`config.mk`:
```
export PLATFORM = sky130hd
export DESIGN_NAME = dcs_out_requant
export DESIGN_NICKNAME = d
export VERILOG_FILES = /design/src/rtl/dcs_out_requant.sv
export SDC_FILE = /design/constraint.sdc
export NUM_CORES = 1
export LEC_CHECK = 0
export CORE_MARGIN = 1.5
export CORE_UTILIZATION = 40
export DETAILED_ROUTE_END_ITERATION = 7
export DONT_BUFFER_PORTS = 1
export GPL_TIMING_DRIVEN = 0
export PLACE_DENSITY = 0.62
export SYNTH_ARGS = -nofsm -noshare
export SYNTH_HDL_FRONTEND = slang
export SYNTH_SLANG_ARGS = --single-unit
export TNS_END_PERCENT = 30
```
`constraint.sdc`:
```
create_clock -name clk -period 6.8 [get_ports clk]
set_clock_uncertainty 0.15 [all_clocks]
set_input_delay 0.68 -clock clk [delete_from_list [all_inputs] [get_ports clk]]
set_output_delay 0.68 -clock clk [all_outputs]
set_load 0.02 [all_outputs]
```
`src/rtl/dcs_out_requant.sv`:
```
// dcs_out_requant: captures one N_ELEM-word burst of unsigned results, finds max/argmax,
// derives a shared block-floating-point shift so the max fits in OUT_W bits, and streams
// the requantised bytes out on a valid/ready interface.
// Optional feature: define DCS_REQ_ROUND_EN for round-half-up requantisation with
// saturation; the default build truncates.
module dcs_out_requant #(
    parameter int unsigned N_ELEM = 8,
    parameter int unsigned IN_W   = 32,
    parameter int unsigned OUT_W  = 8,
    localparam int unsigned IDX_W = $clog2(N_ELEM)
) (
    input  logic             clk,
    input  logic             rst_n,
    input  logic             s_valid,
    input  logic [IN_W-1:0]  s_data,
    input  logic             o_ready,
    input  logic             err_clr,
    output logic             o_valid,
    output logic [OUT_W-1:0] o_data,
    output logic [IDX_W-1:0] o_idx,
    output logic             o_last,
    output logic [4:0]       o_shift,
    output logic [IDX_W-1:0] o_argmax,
    output logic             busy,
    output logic             err_ovf
);

    typedef enum logic [1:0] {StIdle, StCapt, StNorm, StSend} state_e;

    localparam logic [IDX_W-1:0] LastIdx = IDX_W'(N_ELEM - 1);

    state_e           r_state;
    state_e           w_state_d;
    logic [IN_W-1:0]  r_buf [N_ELEM];
    logic [IN_W-1:0]  r_max;
    logic [IDX_W-1:0] r_argmax;
    logic [IDX_W-1:0] r_argmax_out;
    logic [IDX_W-1:0] r_cnt;
    logic [IDX_W-1:0] r_idx;
    logic [4:0]       r_shift;
    logic             r_err;
    logic [4:0]       w_shift;
    logic [IN_W-1:0]  w_elem;
    logic [OUT_W-1:0] w_req;
    logic             w_send;
    logic             w_drop;

    assign w_send = (r_state == StSend);
    // Producer cannot be stalled: anything arriving while the buffer is committed is lost.
    assign w_drop = s_valid && ((r_state == StNorm) || (r_state == StSend));
    assign w_elem = r_buf[r_idx];

    // State register.
    always_ff @(posedge clk or negedge rst_n) begin
        if (!rst_n) begin
            r_state <= StIdle;
        end else begin
            r_state <= w_state_d;
        end
    end

    // Next-state logic.
    always_comb begin
        w_state_d = r_state;
        unique case (r_state)
            StIdle: if (s_valid) w_state_d = StCapt;
            StCapt: if (s_valid && (r_cnt == LastIdx)) w_state_d = StNorm;
            StNorm: w_state_d = StSend;
            StSend: if (o_ready && (r_idx == LastIdx)) w_state_d = StIdle;
            default: w_state_d = StIdle;
        endcase
    end

    // Shift = MSB position of max minus (OUT_W-1), or 0 if max already fits.
    always_comb begin
        w_shift = '0;
        for (int i = OUT_W; i < IN_W; i++) begin
            if (r_max[i]) w_shift = 5'(i - (OUT_W - 1));
        end
    end

`ifdef DCS_REQ_ROUND_EN
    logic [IN_W:0] w_half;
    logic [IN_W:0] w_sum;
    logic [IN_W:0] w_rnd;

    // Round half up; the extra sum bit catches carry-out, then saturate.
    always_comb begin
        w_half = (r_shift == 5'd0) ? '0 : ((IN_W + 1)'(1) << (r_shift - 5'd1));
        w_sum  = {1'b0, w_elem} + w_half;
        w_rnd  = w_sum >> r_shift;
        w_req  = (|w_rnd[IN_W:OUT_W]) ? '1 : w_rnd[OUT_W-1:0];
    end
`else
    // Plain truncation; every element <= max fits after the shift.
    always_comb begin
        w_req = OUT_W'(w_elem >> r_shift);
    end
`endif

    // Capture buffer, running max/argmax, shift latch and output index.
    always_ff @(posedge clk or negedge rst_n) begin
        if (!rst_n) begin
            for (int i = 0; i < N_ELEM; i++) r_buf[i] <= '0;
            r_max        <= '0;
            r_argmax     <= '0;
            r_argmax_out <= '0;
            r_cnt        <= '0;
            r_idx        <= '0;
            r_shift      <= '0;
        end else begin
            unique case (r_state)
                StIdle: begin
                    if (s_valid) begin
                        r_buf[0] <= s_data;
                        r_max    <= s_data;
                        r_argmax <= '0;
                        r_cnt    <= IDX_W'(1);
                    end
                end
                StCapt: begin
                    if (s_valid) begin
                        r_buf[r_cnt] <= s_data;
                        r_cnt        <= r_cnt + IDX_W'(1);
                        // Strict compare keeps the lowest index on ties.
                        if (s_data > r_max) begin
                            r_max    <= s_data;
                            r_argmax <= r_cnt;
                        end
                    end
                end
                StNorm: begin
                    r_shift      <= w_shift;
                    r_argmax_out <= r_argmax;
                    r_idx        <= '0;
                end
                StSend: begin
                    if (o_ready) r_idx <= (r_idx == LastIdx) ? '0 : r_idx + IDX_W'(1);
                end
                default: ;
            endcase
        end
    end

    // Sticky overflow flag; a new drop wins over a simultaneous clear.
    always_ff @(posedge clk or negedge rst_n) begin
        if (!rst_n) begin
            r_err <= 1'b0;
        end else begin
            r_err <= (r_err && !err_clr) || w_drop;
        end
    end

    assign o_valid  = w_send;
    assign o_data   = w_send ? w_req : '0;
    assign o_idx    = r_idx;
    assign o_last   = w_send && (r_idx == LastIdx);
    assign o_shift  = r_shift;
    assign o_argmax = r_argmax_out;
    assign busy     = (r_state != StIdle);
    assign err_ovf  = r_err;

endmodule

```
==> impl_metrics.ini <==
[status]
status = complete, but fails checks
violations = negative hold slack

[layout]
drive_gt1_frac = 0.3634
post-route-util = 0.4533
antenna_cells = 0
final_cell_mix = mux2_2, dfrtp_1, mux4_2, nand2_1, clkbuf_1
mostFrequentLayoutCell = mux2_2
area_delta_synth_final_pct = 11.73
final_cells = 1813
fin_nets = 1344
postLayoutCellArea_mm2 = 0.01805

[clock_network]
cts.sinks = 308
worstSkewPairLatency_ns = 0.56
cts_max_level = 2
cts_buffer_depth = 3
post_cts_resized = 0
clk_pin_slew_ns = 0.06
post-cts-setup-buffers = 0
cts_buffers = 38
cts-root-buf = clkbuf_16
cts_tree = built

[worst_setup_path]
cp_max_fo = 10
crit_arrival_ns = 4.90
crit_start = o_idx[2]$_DFFE_PN0P_
crit_path_end_kind = primary output
rr_startpoint = r_max[26]$_DFFE_PN0P_
required_ns = 5.97
critPathKind = flop to primary output
startpoint_type = flop

[yosys]
synth_nets = 1304
ys_warn_count = 0
ys_ff_latch = 308
synth_edf_count = 0
syn_area_mm2 = 0.01616
postSynthCellCount = 1227
synthArstFlopShare = 1.000
ys.flop_type = dfrtp_1
seq_area_frac_synth = 0.4770
synth.distinct_cells = 65
avgSynthCellArea_um2 = 13.17

[floorplan]
coreArea_mm2 = 0.03982
die_height_um = 204.0
die_x_um = 204.0
start_util = 0.4057
rows = 73
dieArea_mm2 = 0.04161
io_pins = 60

[sta]
hold_violations = 308
drv_slew = 0
fin_crit_ns = 5.732
worst_pin_slew_ns = 1.250
rsz0062_at_grt = no
relSlewSlack = 0.1590
fin_tns_setup_ns = 0
whs_ns = -0.3100
timing.final.crit_share = 0.8429
max_freq_ghz = 0.1745
final-setup-viol-count = 0

[run]
cap_violations = 0

[placement]
dp.cells = 1752
dp_hpwl_um = 33420
placed_cell_area_mm2 = 0.01681
portBuffers = 0
gp_congestion = 0.9601

[global_routing]
grtUsageTotal = 0.2383
grt_pass1_wl_um = 72460
grt_overflow_total = 0
antenna_found_initial = 0
grt_max_degree = 309
grt_pass1_vias = 11061

[power_and_ir_drop]
vdd_ir_drop_max_uv = 146.3
powerDensity_mw_per_mm2 = 495.0
power_leakage_nw = 7.826

[routing]
post_drt_wl_per_cell_um = 26.59
antenna_left = 0
wl_um = 48210
vias_per_cell = 5.905
detail_route.iter0.violations = 804
dr.pass1.iters = 5
post-route-drc-count = 0
vias = 10705

[worst_hold_path]
hp-class = input pin to async pin
==> report_power, final <==
part           internal (W)  switching [W]  total [W]
Sequential          0.00255       0.000470    0.00302
Clock               0.00124       0.000783    0.00203
Combinational       0.00183        0.00206    0.00389
==> cells by family after synthesis <==
logic type      synth area share
compound gates           0.06776
fa+ha+maj                0.03098
buf+inv                  0.03144
flops                     0.4770
mux                       0.3369
simple gates             0.05591
==> critical path, stage by stage, from the launching register on <==
cell      delay, ns
dfrtp_1        0.47
buf_2          0.29
buf_2          0.46
buf_2          0.57
mux2i_1        0.20
mux4_2         0.50
mux2i_1        0.40
mux2i_1        0.19
o22ai_1        0.23
a311oi_1       0.12
a211oi_1       0.89
==> metal layers <==
layer | wire length (um) | up-vias | track usage
li1 | - | 4699 | -
met4 | 1873 | 0 | 0.09821
met5 | 0 | - | 0
met1 | 21510 | 5612 | 0.3259
met3 | 2777 | 85 | 0.04305
met2 | 22050 | 309 | 0.3743
==> cells in the mapped netlist (all sizes together), types with 6 or more instances <==
master / count / area [um2]
ha: 40 / 500.5
nand2: 69 / 259.0
mux4: 72 / 1633
or2: 8 / 50.05
mux2: 309 / 3480
a22oi: 11 / 82.58
o22ai: 9 / 56.30
nor2b: 7 / 43.79
o221ai: 6 / 52.55
dfrtp: 308 / 7707
a21oi: 34 / 170.2
nand3: 21 / 105.1
nand2b: 13 / 81.33
clkbuf: 46 / 172.7
mux2i: 33 / 330.3
nor2: 38 / 142.6
o21ai: 30 / 150.1
a211oi: 8 / 60.06
nand4: 9 / 56.30
buf: 26 / 166.4
nor3: 7 / 35.03
inv: 43 / 161.4
nor4: 7 / 43.79
==> metrics by stage <==
| stage | worst slack, ns | power, W |
|---|---|---|
| 2_1_floorplan | 3.051 | 0.005730 |
| 3_3_place_gp | 1.658 | 0.006799 |
| 3_5_place_dp | 1.669 | 0.006877 |
| 4_1_cts | 1.067 | 0.008944 |
| 5_1_grt | 0.9253 | 0.009420 |
| 6_report | 1.068 | 0.008936 |
==> registers in the layout (all words and copies together), names as in the netlist <==
| name | cells |
|---|---|
| o_idx | 3 |
| r_argmax | 3 |
| o_argmax | 3 |
| r_max | 32 |
| o_shift | 5 |
| r_state | 2 |
| err_ovf | 1 |
| r_cnt | 3 |
| r_buf | 256 |
==> path summary, 6_finish.rpt <==
kind	end	cells after the start	slack [ns]
max	o_data[6]	10	1.07
min	o_argmax[2]$_DFFE_PN0P_	0	-0.31
max reg2reg	r_max[10]$_DFFE_PN0P_	10	2.01
min reg2reg	r_buf[224]$_DFFE_PN0P_	2	0.34
max in group asynchronous	r_buf[243]$_DFFE_PN0P_	0	6.20
min in group clk	err_ovf$_DFF_PN0_	1	0.06
==> final cells by class <==
class	count	area (um2)
plain buffers	72	339.1
clock buffers	51	1061
clock inverters	10	177.7
fillers	3708	21770
inverters	45	168.9
multi-input cells	802	7941
flip-flops and latches	308	7707
well taps	525	656.9
Note: power is estimated with default switching activity, not from simulation.
